File: src/rtl/memory_copy_engine_pkg.sv
// Shared definitions for the memory copy engine.
//   state_e   : FSM state encoding (idle, read, write, done)
//   MODE_COPY : mode input value selecting block copy (src -> dst)
//   MODE_FILL : mode input value selecting block fill (constant -> dst)
package memory_copy_engine_pkg;

  typedef enum logic [1:0] {
    StIdle  = 2'd0,
    StRead  = 2'd1,
    StWrite = 2'd2,
    StDone  = 2'd3
  } state_e;

  localparam logic MODE_COPY = 1'b0;
  localparam logic MODE_FILL = 1'b1;

endpackage

File: src/rtl/memory_copy_engine.sv
// Block copy / block fill bus initiator for a single-port RAM with combinational read.
// Ports:
//   clk, reset      : rising-edge clock, synchronous active-high reset
//   start, mode     : request (sampled only in idle), 0 = copy, 1 = fill
//   src_addr        : copy source base (ignored in fill mode)
//   dst_addr        : destination base
//   length          : number of words to transfer (0 completes immediately)
//   fill_value      : word written in fill mode
//   mem_address     : RAM address
//   mem_wdata       : RAM write data (0 outside the write state)
//   mem_write       : RAM write enable
//   mem_rdata       : RAM read data, valid in the same cycle as mem_address
//   busy            : high while reading or writing
//   done            : one-cycle completion pulse
module memory_copy_engine
  import memory_copy_engine_pkg::*;
#(
  parameter int unsigned DATAWIDTH = 8,
  parameter int unsigned LENWIDTH  = 8
) (
  input  logic                 clk,
  input  logic                 reset,
  input  logic                 start,
  input  logic                 mode,
  input  logic [DATAWIDTH-1:0] src_addr,
  input  logic [DATAWIDTH-1:0] dst_addr,
  input  logic [LENWIDTH-1:0]  length,
  input  logic [DATAWIDTH-1:0] fill_value,
  output logic [DATAWIDTH-1:0] mem_address,
  output logic [DATAWIDTH-1:0] mem_wdata,
  output logic                 mem_write,
  input  logic [DATAWIDTH-1:0] mem_rdata,
  output logic                 busy,
  output logic                 done
);

  state_e                 state_q, state_d;
  logic [DATAWIDTH-1:0]   src_ptr_q, src_ptr_d;
  logic [DATAWIDTH-1:0]   dst_ptr_q, dst_ptr_d;
  logic [LENWIDTH-1:0]    remaining_q, remaining_d;
  logic [DATAWIDTH-1:0]   hold_q, hold_d;
  logic [DATAWIDTH-1:0]   fill_q, fill_d;
  logic                   mode_q, mode_d;

  // State register and datapath registers.
  always_ff @(posedge clk) begin
    if (reset) begin
      state_q     <= StIdle;
      src_ptr_q   <= '0;
      dst_ptr_q   <= '0;
      remaining_q <= '0;
      hold_q      <= '0;
      fill_q      <= '0;
      mode_q      <= MODE_COPY;
    end else begin
      state_q     <= state_d;
      src_ptr_q   <= src_ptr_d;
      dst_ptr_q   <= dst_ptr_d;
      remaining_q <= remaining_d;
      hold_q      <= hold_d;
      fill_q      <= fill_d;
      mode_q      <= mode_d;
    end
  end

  // Next-state logic.
  always_comb begin
    state_d = state_q;
    unique case (state_q)
      StIdle: begin
        if (start) begin
          if (length == '0) begin
            state_d = StDone;
          end else if (mode == MODE_FILL) begin
            state_d = StWrite;
          end else begin
            state_d = StRead;
          end
        end
      end
      StRead:  state_d = StWrite;
      StWrite: begin
        if (remaining_q == LENWIDTH'(1)) begin
          state_d = StDone;
        end else if (mode_q == MODE_FILL) begin
          state_d = StWrite;
        end else begin
          state_d = StRead;
        end
      end
      StDone:  state_d = StIdle;
      default: state_d = StIdle;
    endcase
  end

  // Datapath next values; operands are captured only when a request is accepted.
  always_comb begin
    src_ptr_d   = src_ptr_q;
    dst_ptr_d   = dst_ptr_q;
    remaining_d = remaining_q;
    hold_d      = hold_q;
    fill_d      = fill_q;
    mode_d      = mode_q;
    unique case (state_q)
      StIdle: begin
        if (start) begin
          src_ptr_d   = src_addr;
          dst_ptr_d   = dst_addr;
          remaining_d = length;
          fill_d      = fill_value;
          mode_d      = mode;
        end
      end
      StRead: begin
        hold_d    = mem_rdata;
        // Pointers wrap naturally at the address width.
        src_ptr_d = src_ptr_q + DATAWIDTH'(1);
      end
      StWrite: begin
        dst_ptr_d   = dst_ptr_q + DATAWIDTH'(1);
        remaining_d = remaining_q - LENWIDTH'(1);
      end
      default: ;
    endcase
  end

  // Outputs are decoded purely from the current state.
  always_comb begin
    mem_address = '0;
    mem_wdata   = '0;
    mem_write   = 1'b0;
    busy        = 1'b0;
    done        = 1'b0;
    unique case (state_q)
      StRead: begin
        mem_address = src_ptr_q;
        busy        = 1'b1;
      end
      StWrite: begin
        mem_address = dst_ptr_q;
        mem_wdata   = (mode_q == MODE_FILL) ? fill_q : hold_q;
        mem_write   = 1'b1;
        busy        = 1'b1;
      end
      StDone:  done = 1'b1;
      default: ;
    endcase
  end

endmodule

File: config.mk
export PLATFORM = sky130hd
export DESIGN_NAME = memory_copy_engine
export DESIGN_NICKNAME = d
export VERILOG_FILES = /design/src/rtl/memory_copy_engine_pkg.sv /design/src/rtl/memory_copy_engine.sv
export SDC_FILE = /design/constraint.sdc
export NUM_CORES = 1
export LEC_CHECK = 0
export CAP_MARGIN = 0
export CORE_MARGIN = 4
export CORE_UTILIZATION = 44
export DETAILED_ROUTE_END_ITERATION = 10
export PLACE_DENSITY = 0.76
export SYNTH_ARGS = -nofsm -noshare
export SYNTH_HDL_FRONTEND = slang
export SYNTH_SLANG_ARGS = --single-unit
File: constraint.sdc
create_clock -name clk -period 1.8 [get_ports clk]
set_clock_uncertainty 0.2 [all_clocks]
set_input_delay 0.45 -clock clk [delete_from_list [all_inputs] [get_ports clk]]
set_output_delay 0.45 -clock clk [all_outputs]
set_load 0.02 [all_outputs]
# --- Word-level counts from Yosys, hierarchy flattened ---
# Index checks and enable logic that the tools add are counted.
classes:
  addsub: 3
  eq_ne: 5
  mux: 18
  reduce_logical: 8
ops:
  columns: ["cell", "count"]
  rows:
  - ["case mux 8 bit (2 select lines)", 4]
  - ["two-way mux 8 bit", 5]
  - ["adder 8 x 1 -> 8 bit (second input constant)", 2]
  - ["two-way mux 2 bit", 5]
  - ["== test 8 x 1 -> 1 bit (second input constant)", 1]
  - ["zero test 8 bit", 1]
  - ["case mux 2 bit (4 select lines)", 1]
  - ["subtractor 8 x 1 -> 8 bit (second input constant)", 1]
  - ["AND reduction 2 bit", 3]
  - ["== test 2 bit (second input constant)", 2]
  - ["nonzero test 2 bit", 2]
  - ["two-way mux 1 bit", 3]
  - ["== test 2 x 1 -> 1 bit (second input constant)", 1]
  - ["zero test 2 bit", 1]
  - ["inequality test 2 bit (second input constant)", 1]
  - ["OR reduction 2 bit", 1]
totals:
  reg_bits: 43
  in_bits: 44
  out_inout_bits: 19
  wordCells: 41

# --- Depth between registers and ports, before layout ---
depth:
  ltp_word: 4
  depth_mapped: 8
  mapped_depth_nobuf: 6

# --- Worst setup path before layout ---
# OpenSTA, ideal clock, no wires.
synth_path:
  path_type: "reg2out"
  startpoint: "reg state_q[1]"
  endpoint: "out mem_address[6]"
  arrival_ps: 1597
  t_required_ps: 1150
  setup_slack_ps: -447
  stages_incl_launch_ff: 7
  path_buffers: 2
  path_cell_list: "dfxtp_1 -> inv_1 -> ha_1 -> buf_2 -> buf_2 -> nand2_1 -> a21boi_0"
synth_via:
  elab_chain_cells: 2
  elab_cells_between_ends: 3
  cone_classes: "2 x eq/ne; 1 x mux"
synth_lines:
  columns: ["element", "line", "text"]
  rows:
  - ["start: declaration", "memory_copy_engine.sv:37", "state_e state_q, state_d;"]
  - ["start signal: assignment", "memory_copy_engine.sv:48", "state_q <= StIdle;"]
  - ["start signal: assignment", "memory_copy_engine.sv:56", "state_q <= state_d;"]
  - ["== test 2 bit / == test 2 x 1 -> 1 bit (equally long branches)", "memory_copy_engine.sv:134", "unique case (state_q)"]
  - ["case mux 8 bit (2 select lines) *", "memory_copy_engine.sv:134", null]
  - ["end: declaration", "memory_copy_engine.sv:29", "output logic [DATAWIDTH-1:0] mem_address,"]
# Mark *: on every way between the ends. The rest lies on a longest branch, timed or not.

# --- Worst setup path after layout ---
layout_path:
  startpoint: "reg state_q[1]"
  endpoint: "out mem_wdata[2]"
layout_via:
  elab_chain_cells: 2
layout_lines:
  columns: ["element", "line", "text"]
  rows:
  - ["== test 2 bit", "memory_copy_engine.sv:134", null]
  - ["two-way mux 8 bit", "memory_copy_engine.sv:134", null]
  - ["end: declaration", "memory_copy_engine.sv:30", "output logic [DATAWIDTH-1:0] mem_wdata,"]
# Every way passes these cells.

==> flow_summary.ini <==
[synth]
synth_cell_types = 45
synth_cells = 310
synth_edf_count = 0
ys_seq_area_share_pct = 35.10
netlist_area_mm2 = 0.002452
yosys_warnings = 0
ys.flop_type = dfxtp_1
synth.net_count = 362
syn_area_per_cell_um2 = 7.911
postSynth.asyncResetShare_pct = 0
ys_ff_latch = 43

[worst_setup_path]
critPathMaxStageDelay_ns = 0.37
crit_fanout = 8
path_buf_inv = 3
end_kind = primary output
reg2regPathDepth = 8
worstReg2RegEnd = remaining_q[5]$_SDFFE_PP0P_
crit_top_cell = buf_6
cp.arrival_ns = 1.55
reg2reg_from = state_q[1]$_SDFFE_PP0P_
cp-startpoint = state_q[1]$_SDFFE_PP0P_
reg2reg_slack_ns = -0.38
critPathRequiredTime_ns = 1.15
worstSetupStartpointType = register
critical_path_class = register to primary output
cp_slowest_cell = dfxtp_2
path_delay_family = buffers and inverters
cp_cell_sequence = buf_6 -> ha_4 -> clkinvlp_4 -> nor2_2 -> buf_6
cp.depth = 5
crit_end = mem_wdata[2]

[clock_tree]
postCtsHoldBufs = 0
cts.sinks = 43
cts_tree = done
path_clk_slew_ns = 0.10
cts_buffers = 5
htree_levels = 2
clk_latency_ns = 0.32
clockBufferDepth = 2
clock-root-buffer = clkbuf_8

[power]
pwr_density_cell_mw_per_mm2 = 1130
peakVddDrop_v = 0.0006004
p_seq_share_pct = 27.4
p_int_mw = 2.946
pwr-share-clk_pct = 16.5
power_mw = 4.808
combinationalPowerShare_pct = 56.1
p_switching_mw = 1.861
swShare_pct = 38.72
power.leakage_nw = 1.602

[timing]
max_freq_mhz = 454.2
layout_setup_ws_ns = -0.4019
fin_tns_setup_ns = -10.62
finalSetupViolCount = 44
max_slew.worst_pin.slew_ns = 0.4495
relSlewSlack_pct = 69.80
hold_viol = 0
slew_violations = 0
rsz0062_at_grt = yes
finalCritPeriodShare_pct = 122.3
final.min_clock_period_ns = 2.202

[routing]
drt_pass1_iterations = 4
vias = 2929
viasPerCell = 5.812
drc = 0
wirelength_um = 9138
wire_per_inst_um = 18.13
drt_iter0_drc = 179
ant_nets = 0

[grt]
grt_busiest_layer = met2
use_met2_pct = 43.51
grtUsageTotal_pct = 25.63
met1_usage_pct = 30.33
antenna_found_initial = 0
grt.overflow.total = 0
grt_util_met3_pct = 4.881
grt_pass1_wl_um = 13370
grt_max_degree = 20
grt_pass1_vias = 2822

[flow_run]
drv_cap = 0

[outcome]
status = finished with violations
violations = setup timing

[finish]
final_cells = 504
drive_above_1_share_pct = 39.40
utilization_pct = 81.20
area_delta_synth_final_pct = 73.42
final_cell_mix = 61 x buf_4, 42 x clkdlybuf4s50_1, 41 x dfxtp_1, 35 x nand2_1, 26 x a21oi_1
diodes = 0
layout_commonest_cell = buf_4
layout.nets = 485

[placement]
gp_congestion = 0.8980
port_buffers = 62
post-place-ws_ns = -0.4463
dpl.hpwl_um = 5220
dp_cells = 476

[hold_path]
hp-class = register to register

[floorplan]
die_y_um = 82.66
die-area_mm2 = 0.006832
core_area_mm2 = 0.005238
die_w_um = 82.66
start_util_pct = 46.82
rows = 26
ios = 63
[state kept, by name, summed over array words and instances, names as in the netlist]
register     count
state_q          2
remaining_q      8
src_ptr_q        8
dst_ptr_q        8
hold_q           8
mode_q           1
fill_q           8
[synthesized netlist by cell type (5+ instances only)]
cell type,count,area share (%)
ha_1,8,4.1
clkbuf_1,8,1.2
mux2i_1,19,7.8
o22ai_1,5,1.3
nor2b_1,11,2.8
nor2_1,30,4.6
a21oi_1,33,6.7
dfxtp_1,43,35
nor3_1,5,1.0
a211oi_1,7,2.1
nand2_1,38,5.8
buf_2,9,1.8
nand3_1,9,1.8
inv_1,10,1.5
o21ai_0,17,3.5
a22oi_1,9,2.8
[area by class of cell]
class / instances / area [um2]
clock buffer: 5 / 68.82
clock inverter: 3 / 43.79
fill: 345 / 984.7
inverter: 10 / 43.79
multi-input combinational: 238 / 1847
sequential: 43 / 865.8
tap: 70 / 87.58
timing repair buffer: 134 / 1289
timing repair inverter: 1 / 7.507
[metrics by stage]
stage	hold slack (ns)	cell area, um2
6_report	0.2656	4253
5_1_grt	0.2917	4253
4_1_cts	0.2580	4055
3_5_place_dp	0.2462	3621
3_3_place_gp	0.2431	3621
2_1_floorplan	0.2360	2611
[timing repair]
item                       CTS  global route
resized for setup          149            39
buffers inserted            10             7
pin swaps                   27            14
setup endpoints to repair   43            53
cloned                       5             1
[worst min-delay path by stage]
stage / start / to / slack (ns) / cells past startpoint
floorplan: fill_q[0]$_SDFFE_PP0P_ / fill_q[0]$_SDFFE_PP0P_ / 0.24 / 2
global route: fill_q[0]$_SDFFE_PP0P_ / fill_q[0]$_SDFFE_PP0P_ / 0.29 / 2
detailed placement: fill_q[1]$_SDFFE_PP0P_ / fill_q[1]$_SDFFE_PP0P_ / 0.25 / 2
finish: fill_q[0]$_SDFFE_PP0P_ / fill_q[0]$_SDFFE_PP0P_ / 0.27 / 2
CTS: fill_q[1]$_SDFFE_PP0P_ / fill_q[1]$_SDFFE_PP0P_ / 0.26 / 2
global placement: fill_q[7]$_SDFFE_PP0P_ / fill_q[7]$_SDFFE_PP0P_ / 0.24 / 2
[worst min-delay path: cells and delay by family, from the launching register on]
kind             cells  cell delay [ns]
AO/OA/AOI/OAI        1             0.05
flip-flops           1             0.32
AND/OR/NAND/NOR      1             0.05
[kinds of logic (layout without fill, tap and decap cells)]
family / after synthesis / in the layout / synth area share, %
AOI/OAI and AO/OA: 94 / 94 / 24.39
muxes: 22 / 24 / 9.132
and+or+nand+nor: 112 / 112 / 21.58
DFF: 43 / 43 / 35.10
buffers and inverters: 31 / 153 / 5.714
adders and majority gates: 8 / 8 / 4.082
[power groups by stage]
stage / clock [mW] / sequential [mW] / combinational, mW
finish: 0.795 / 1.32 / 2.70
global route: 0.842 / 1.33 / 2.86
CTS: 0.781 / 1.29 / 2.34
detailed placement: 0 / 1.30 / 1.90
global placement: 0 / 1.30 / 1.85
floorplan: 0 / 1.31 / 1.20
[metal layers]
metal | part of all wire (%) | up-vias
met5 | 0 | -
met2 | 49 | 142
met3 | 6.9 | 39
met1 | 39 | 1381
li1 | - | 1367
met4 | 4.5 | 0
Power figures use the tool's default switching activity.
